**config.mk**
```make
export PLATFORM = sky130hd
export DESIGN_NAME = alu_arbiter
export DESIGN_NICKNAME = d
export VERILOG_FILES = /design/src/rtl/alu_arbiter.sv
export SDC_FILE = /design/constraint.sdc
export NUM_CORES = 1
export LEC_CHECK = 0
export CELL_PAD_IN_SITES_DETAIL_PLACEMENT = 1
export CELL_PAD_IN_SITES_GLOBAL_PLACEMENT = 2
export CORE_UTILIZATION = 23
export CTS_BUF_LIST = sky130_fd_sc_hd__clkbuf_4 sky130_fd_sc_hd__clkbuf_8
export CTS_CLUSTER_DIAMETER = 30
export DETAILED_ROUTE_END_ITERATION = 16
export GPL_TIMING_DRIVEN = 0
export MAX_ROUTING_LAYER = met4
export PLACE_DENSITY_LB_ADDON = 0.08
export REMOVE_ABC_BUFFERS = 1
export SLEW_MARGIN = 20
export SYNTH_ARGS = -nofsm -noshare
export SYNTH_HDL_FRONTEND = slang
export SYNTH_SLANG_ARGS = --single-unit
```
**constraint.sdc**
```tcl
create_clock -name clk -period 4.11 [get_ports clk]
set_input_delay 0.822 -clock clk [delete_from_list [all_inputs] [get_ports clk]]
set_output_delay 0.822 -clock clk [all_outputs]
set_load 0.02 [all_outputs]
```
**src/rtl/alu_arbiter.sv**
```systemverilog
// Purpose : shares one registered-result ALU between the core issue port (req 0) and the
//           debug/loader port (req 1), returning ALU_result and the zero flag per requester.
// Latency : request accept to resp_valid = 3 cycles; one op in flight, 1 op per 4 cycles max.
// Backpressure: req_ready only in IDLE; RESP holds result/zero until resp_ready of the owner.
//
// Build option: define ALU_ARB_FIXED_PRIO_EN to make req 0 win every simultaneous request
// (last_grant is then not built). Left undefined, ties alternate round-robin.
//
// Ports
//   clk, rst                 clock; synchronous active-high reset
//   req_valid/req_ready      per-requester request handshake (ready is one-hot or zero)
//   req_aluop..req_imm       per-requester op fields, packed {r1,r0}
//   resp_valid/resp_ready    per-requester response handshake (valid is one-hot to owner)
//   resp_result, resp_zero   captured ALU result and zero flag
//   alu_*                    ALU controls/operands (all-zero in IDLE), alu_result/alu_zero back
//   busy                     high in any state other than IDLE
//   op_count                 completed responses, wraps modulo 2^CNT_W
module alu_arbiter #(
    parameter int DATA_W = 32,
    parameter int CNT_W  = 16
) (
    input  logic                  clk,
    input  logic                  rst,
    input  logic [1:0]            req_valid,
    output logic [1:0]            req_ready,
    input  logic [3:0]            req_aluop,
    input  logic [5:0]            req_funct3,
    input  logic [1:0]            req_funct7,
    input  logic [1:0]            req_alusrc,
    input  logic [2*DATA_W-1:0]   req_a,
    input  logic [2*DATA_W-1:0]   req_b,
    input  logic [2*DATA_W-1:0]   req_imm,
    output logic [1:0]            resp_valid,
    input  logic [1:0]            resp_ready,
    output logic [DATA_W-1:0]     resp_result,
    output logic                  resp_zero,
    output logic [1:0]            alu_aluop,
    output logic [2:0]            alu_funct3,
    output logic                  alu_funct7,
    output logic                  alu_alusrc,
    output logic [DATA_W-1:0]     alu_rd1,
    output logic [DATA_W-1:0]     alu_rd2,
    output logic [DATA_W-1:0]     alu_imm,
    input  logic [DATA_W-1:0]     alu_result,
    input  logic                  alu_zero,
    output logic                  busy,
    output logic [CNT_W-1:0]      op_count
);

    typedef enum logic [1:0] {
        IDLE  = 2'd0,
        ISSUE = 2'd1,
        CAPT  = 2'd2,
        RESP  = 2'd3
    } state_t;

    state_t             state;
    logic               owner;
    logic [1:0]         grant;
    logic               accept;
    logic               sel;
    logic               resp_hs;

`ifndef ALU_ARB_FIXED_PRIO_EN
    // Index of the requester granted most recently; resets to 1 so req 0 wins the first tie.
    logic               last_grant;
`endif

    // Operand fields of the requester being granted this cycle.
    logic [1:0]         sel_aluop;
    logic [2:0]         sel_funct3;
    logic               sel_funct7;
    logic               sel_alusrc;
    logic [DATA_W-1:0]  sel_a;
    logic [DATA_W-1:0]  sel_b;
    logic [DATA_W-1:0]  sel_imm;

    always_comb begin
        grant = 2'b00;
`ifdef ALU_ARB_FIXED_PRIO_EN
        if (req_valid[0]) begin
            grant = 2'b01;
        end else if (req_valid[1]) begin
            grant = 2'b10;
        end
`else
        if (&req_valid) begin
            grant = last_grant ? 2'b01 : 2'b10;
        end else begin
            grant = req_valid;
        end
`endif
    end

    // Ready is offered only while idle and never while reset is asserted.
    assign req_ready = (state == IDLE && !rst) ? grant : 2'b00;
    assign accept    = |req_ready;
    assign sel       = grant[1];

    assign sel_aluop  = sel ? req_aluop[3:2]             : req_aluop[1:0];
    assign sel_funct3 = sel ? req_funct3[5:3]            : req_funct3[2:0];
    assign sel_funct7 = sel ? req_funct7[1]              : req_funct7[0];
    assign sel_alusrc = sel ? req_alusrc[1]              : req_alusrc[0];
    assign sel_a      = sel ? req_a[2*DATA_W-1:DATA_W]   : req_a[DATA_W-1:0];
    assign sel_b      = sel ? req_b[2*DATA_W-1:DATA_W]   : req_b[DATA_W-1:0];
    assign sel_imm    = sel ? req_imm[2*DATA_W-1:DATA_W] : req_imm[DATA_W-1:0];

    // Only the owner's resp_ready matters; resp_valid is already one-hot to the owner.
    assign resp_hs = |(resp_valid & resp_ready);

    // The alu_* outputs double as the latched copy of the granted op: loaded on accept,
    // held through ISSUE/CAPT/RESP, cleared when the response completes.
    always_ff @(posedge clk) begin
        if (rst) begin
            state       <= IDLE;
            owner       <= 1'b0;
            busy        <= 1'b0;
            resp_valid  <= 2'b00;
            resp_result <= '0;
            resp_zero   <= 1'b0;
            op_count    <= '0;
            alu_aluop   <= 2'b00;
            alu_funct3  <= 3'b000;
            alu_funct7  <= 1'b0;
            alu_alusrc  <= 1'b0;
            alu_rd1     <= '0;
            alu_rd2     <= '0;
            alu_imm     <= '0;
`ifndef ALU_ARB_FIXED_PRIO_EN
            last_grant  <= 1'b1;
`endif
        end else begin
            case (state)
                IDLE: begin
                    if (accept) begin
                        owner      <= sel;
                        busy       <= 1'b1;
                        alu_aluop  <= sel_aluop;
                        alu_funct3 <= sel_funct3;
                        alu_funct7 <= sel_funct7;
                        alu_alusrc <= sel_alusrc;
                        alu_rd1    <= sel_a;
                        alu_rd2    <= sel_b;
                        alu_imm    <= sel_imm;
`ifndef ALU_ARB_FIXED_PRIO_EN
                        last_grant <= sel;
`endif
                        state      <= ISSUE;
                    end
                end
                ISSUE: begin
                    // alu_zero is combinational on the held operands; the ALU registers
                    // its result on this same edge.
                    resp_zero <= alu_zero;
                    state     <= CAPT;
                end
                CAPT: begin
                    resp_result <= alu_result;
                    resp_valid  <= owner ? 2'b10 : 2'b01;
                    state       <= RESP;
                end
                RESP: begin
                    // No grant is made in the handshake cycle: IDLE is entered first.
                    if (resp_hs) begin
                        resp_valid <= 2'b00;
                        op_count   <= op_count + {{(CNT_W-1){1'b0}}, 1'b1};
                        busy       <= 1'b0;
                        alu_aluop  <= 2'b00;
                        alu_funct3 <= 3'b000;
                        alu_funct7 <= 1'b0;
                        alu_alusrc <= 1'b0;
                        alu_rd1    <= '0;
                        alu_rd2    <= '0;
                        alu_imm    <= '0;
                        state      <= IDLE;
                    end
                end
                default: state <= IDLE;
            endcase
        end
    end

endmodule
```
==> key figures <==
Worst setup path
  • WP data required: 3290 ps
  • Worst Path Arrival: 2730 ps
  • CP Capture Type: output pin
  • FF-to-FF setup slack: 1830 ps
  • Critical path launch point type: input port
  • Worst path max stage delay: 630 ps
  • Worst-path fanout max: 27
  • Worst path most repeated cell: clkdlybuf4s50_1
  • Kind of critical path: in -> out
  • Slowest cell on the critical path: clkdlybuf4s50_1
  • Cell Chain, Critical Path: clkdlybuf4s50_1 > nand2_1 > nand2_4 > buf_12 > nor2_1 > clkdlybuf4s50_1

Logic synthesis
  • Synth top area cells: dfxtp_1 50%, mux2i_1 22%, o2bb2ai_1 14%
  • Distinct cells, synth: 34
  • Gate Count Post-Synth: 580
  • Seq/Total Area, Yosys: 0.498
  • Leading area contributor after synthesis: dfxtp_1
  • Post-Syn Area per Cell: 11.0 µm²
  • EDFF count, synth: 0
  • Yosys Warn Count: 0
  • Top_reg_cell synth: dfxtp_1
  • Async set-reset flop share out of synthesis: 0
  • Post-Syn Area: 6390 µm²
  • #FFs+latches synth: 159
  • Area share of the largest cell type after synthesis: 0.498

Timing
  • Worst rel slew slack: 0.542
  • Worst-Margin Slew: 686 ps
  • Endpoints failing hold: 0
  • Setup TNS: 0 ps
  • Final number of max-transition violations: 0
  • Period minus WS final: 3550 ps
  • Period utilization: 0.864
  • RSZ-0062 raised after global routing: no
  • Maximum clock rate: 282 MHz
  • Final setup fails: 0
  • Clk_skew: 24.2 ps

Finish
  • Area added between synthesis and finish: 77.6%
  • Leading cell type in the layout, fill and taps excluded: clkdlybuf4s50_1
  • Share of cells above drive strength 1: 0.0512
  • Cell area after layout: 11400 µm²
  • Final Util: 0.419
  • Post-Layout Cell Count: 1350
  • Most frequent cells in the layout: 400 x clkdlybuf4s50_1, 159 x dfxtp_1, 138 x mux2i_1
  • Layout Nets: 1215

Clock tree
  • Clk Latency, worst-skew pair: 460 ps
  • Root Buffer: clkbuf_8
  • Post-CTS Setup Repair Bufs: 0
  • CTS tree: yes
  • Resize count post-CTS: 0
  • H-tree depth: 4
  • CTS hold repair buffers: 0
  • Clock sinks: 159
  • CTS clk-pin slew, worst paths: 90 ps
  • Max Buffers Root-to-Sink: 2
  • Num CTS Buffers: 17

Global route
  • Largest net degree at the start of global routing: 59
  • Routing usage on met1: 0.191
  • M3 GR Usage: 0.0519
  • Grt met2 use: 0.316
  • Global routing's busiest layer: met2
  • Total congestion overflow: 0
  • Initial antenna violation count: 1
  • Number of global-route vias before repair: 6050
  • First-pass GRT wire length: 37.0 mm
  • Tot GR Track Use: 0.178

Outcome
  • Status: finished clean

Power and ir drop
  • PwrDens: 568 nW/µm²
  • Leakage power: 4.39 nW
  • Peak supply drop: 0.000226 V
  • Total power: 0.00645 W

Detailed routing
  • Via density: 4.44
  • Vias post-DR: 5990
  • Final wirelength: 25.4 mm
  • Initial DRC Count: 219
  • First-pass iteration count of the detailed router: 4
  • Post-route ant nets: 0
  • DRC: 0
  • WL/cell: 18.8 µm

Die
  • Core ar.: 27100 µm²
  • Initial Utilization: 0.236
  • Die height: 169 µm
  • DIE AREA: 28500 µm²
  • Die Wd: 169 µm
  • Row Count: 60
  • # IOs: 402

Placement
  • GPL Wtd Cong: 0.758
  • PortBufs: 401
  • Post-DP Area: 11000 µm²
  • Cells after DPL: 1317
  • Detailed Place HPWL: 19.2 mm

Hold path
  • Hold Path Class: reg -> reg

Run
  • Max Cap Violations: 0
sequential cells by signal, summed over array words and instances, names as in the netlist, 2 cells and up:
| name | count |
|---|---|
| alu_rd1 | 32 |
| state | 2 |
| resp_valid | 2 |
| alu_aluop | 2 |
| resp_result | 32 |
| alu_funct3 | 3 |
| alu_rd2 | 32 |
| alu_imm | 32 |
| op_count | 16 |
where the power goes:
part           leakage, nW  total (W)  switching, W  internal (W)
combinational         2.89    0.00303       0.00155       0.00148
sequential            1.30    0.00221      0.000233       0.00198
clock                0.197    0.00120      0.000684      0.000520
synthesized netlist by cell type (2+ instances only):
cell,n
a211oi_1,2
a21oi_1,12
a31oi_1,2
and3_1,2
buf_1,12
buf_2,10
clkbuf_1,24
dfxtp_1,159
ha_1,6
inv_1,4
mux2i_1,138
nand2_1,8
nand2b_1,2
nand3_1,6
nand4_1,4
nor2_1,48
nor3_1,2
o21ai_0,8
o2bb2ai_1,103
or3_1,9
xnor2_1,3
xor2_1,4
worst max-delay path, delay by kind of cell:
| kind | cells | cell delay [ps] |
|---|---|---|
| buffers and inverters | 3 | 1380 |
| and+or+nand+nor | 3 | 520 |
metrics by stage:
stage / setup WS (ps) / hold slack, ps
2_1_floorplan: -1520 / 468
3_3_place_gp: -7090 / 443
3_5_place_dp: 527 / 445
4_1_cts: 520 / 473
5_1_grt: 429 / 486
6_report: 558 / 468
layer usage:
layer  share of wire  vias up
met5               0        -
met4           0.016        0
met3           0.071       20
met2            0.51      211
met1            0.40     2847
li1                -     2912
logic make-up after synthesis:
kind of cell | count (synthesis) | share of synthesized area
XOR/XNOR | 7 | 0.00959
AND/OR/NAND/NOR | 87 | 0.0636
buffers and inverters | 50 | 0.0313
adder cells (fa/ha/maj) | 6 | 0.0117
flip-flops | 159 | 0.498
AO/OA/AOI/OAI | 133 | 0.170
multiplexers | 138 | 0.216
final cells by class:
cell class,count,area [µm²]
clock buffers,18,248
diodes,1,2.50
well taps,372,465
fillers,2987,15800
clock inverters,14,145
repair buffers,411,4260
flip-flops and latches,159,3180
inverters,4,15.0
multi-input cells,371,3040
final timing paths:
kind                 from      endpoint  cells after the start
max reg2reg      state[0]  op_count[15]                      5
min                  busy          busy                      1
max          req_valid[0]  req_ready[1]                      6
min reg2reg          busy          busy                      1
No activity file was read; power rests on OpenSTA's default activity.
==> variant, RTL diff (same flow settings) <==
Reset style: asynchronous (`rst`), changed in one clocked block. Comments in the files are not updated.
--- a/src/rtl/alu_arbiter.sv
+++ b/src/rtl/alu_arbiter.sv
@@ -110,7 +110,7 @@
 
     // The alu_* outputs double as the latched copy of the granted op: loaded on accept,
     // held through ISSUE/CAPT/RESP, cleared when the response completes.
-    always_ff @(posedge clk) begin
+    always_ff @(posedge clk or posedge rst) begin
         if (rst) begin
             state       <= IDLE;
             owner       <= 1'b0;
Function: differs if rst is asserted again (counterexample within 4 cycles, from zero or initial values and one cycle with rst high); with rst held inactive, the same outputs for 4 cycles.
==> variant against the unedited design <==
  * Area after synthesis is 11% higher
  * Sequential cell count stayed put
  * Register-to-register slack worse by 60 ps
  * Power is 31% higher
  * Utilization is 2.1 points lower
  * Critical path depth is 2 lower
  * Final area is 6.9% higher
  * Largest power group unchanged
  * Fmax is 4.8% lower
  * Routed wire length is 2.5% higher
  * Critical path type unchanged
  * Largest cell class unchanged
  * Final cell count is 2.3% lower
  * Sequential share of layout area is 4.8 points higher
  * Non-clock buffer count stayed put
  * Setup slack worse by 180 ps
==> variant: results (changes against the unedited design) <==
routing:
  wl_per_cell_um: 19.7  # was 18.8 um
  first_iter_violations: 152  # was 219
critical_path:
  critPathLaunch: "req_valid[1]"  # was req_valid[0]
  reg2reg_slack_ps: 1770  # was 1830 ps
  crit_path_max_incr_delay_ps: 670  # was 630 ps
  reg2reg_to: "busy$_DFFE_PP0P_"  # was op_count[15]$_SDFFE_PP0P_
  r2r_cells: 6  # was 5
  slowest_stage: "a21boi_4"  # was clkdlybuf4s50_1
placement:
  placed_area_mm2: 0.0117  # was 0.0110 mm2
  place.detailed.hpwl_mm: 19.5  # was 19.2 mm
  gp_congestion: 0.724  # was 0.758
synth:
  yosys.cell_types.count: 39  # was 34
  avgSynthCellArea_um2: 13.7  # was 11.0 um2
  synthTopCellsByCount: "158 x dfrtp_1, 104 x mux2i_1, 103 x o2bb2ai_1"  # was 159 x dfxtp_1, 138 x mux2i_1, 103 x o2bb2ai_1
  yosysSeqAreaShare_pct: 55.9  # was 49.8%
cells_and_area:
  seq_share_pct: 32.8  # was 28.0%
  seq_cells: 159  # unchanged
  clkbuf_count: 21  # was 18
  final_nets: 1161  # was 1215
  fin_cells: 1319  # was 1350
sta:
  whs_ps: 488  # was 468 ps
  fin_skew_ps: 14.3  # was 24.2 ps
  worst_pin_slew_ps: 781  # was 686 ps
hold_path:
  hp-start: "op_count[15]$_DFFE_PP0P_"  # was busy$_SDFFE_PP0P_
grt:
  grt_pass1_wl_mm: 38.6  # was 37.0 mm
  grt_pass1_vias: 6511  # was 6050
power:
  p_leak_nw: 5.01  # was 4.39 nW
outcome:
  outcome: "finished clean"  # unchanged
-- variant: changes by cell type after synthesis, sizes merged, moves of 5 or more --
cell,change
a21oi,-8
buf,+11
nor2,-41
mux2i,-34
or3,-8
o21ai,-5
clkbuf,-17
dfxtp,-159
mux2,+35
xnor2,+6
dfrtp,+158
-- variant: logic make-up after synthesis --
group	Yosys count	synth area share, %
xor+xnor	15	1.84
mux	139	20.1
buf+inv	45	3.88
compound gates	118	14.2
simple gates	38	3.00
fa+ha+maj	6	1.05
flops	159	55.9
-- variant: report_power, final --
part	total, mW	leakage (nW)	internal [mW]	switching, mW
combinational	4.39	2.72	2.20	2.19
clock	1.37	0.230	0.725	0.643
sequential	2.68	2.07	2.27	0.409
-- variant: layer usage --
metal | track usage [%] | share of wire [%]
met1 | 19.1 | 40
met5 | - | 0
met4 | 4.77 | 1.1
met2 | 28.6 | 51
met3 | 4.56 | 8.4
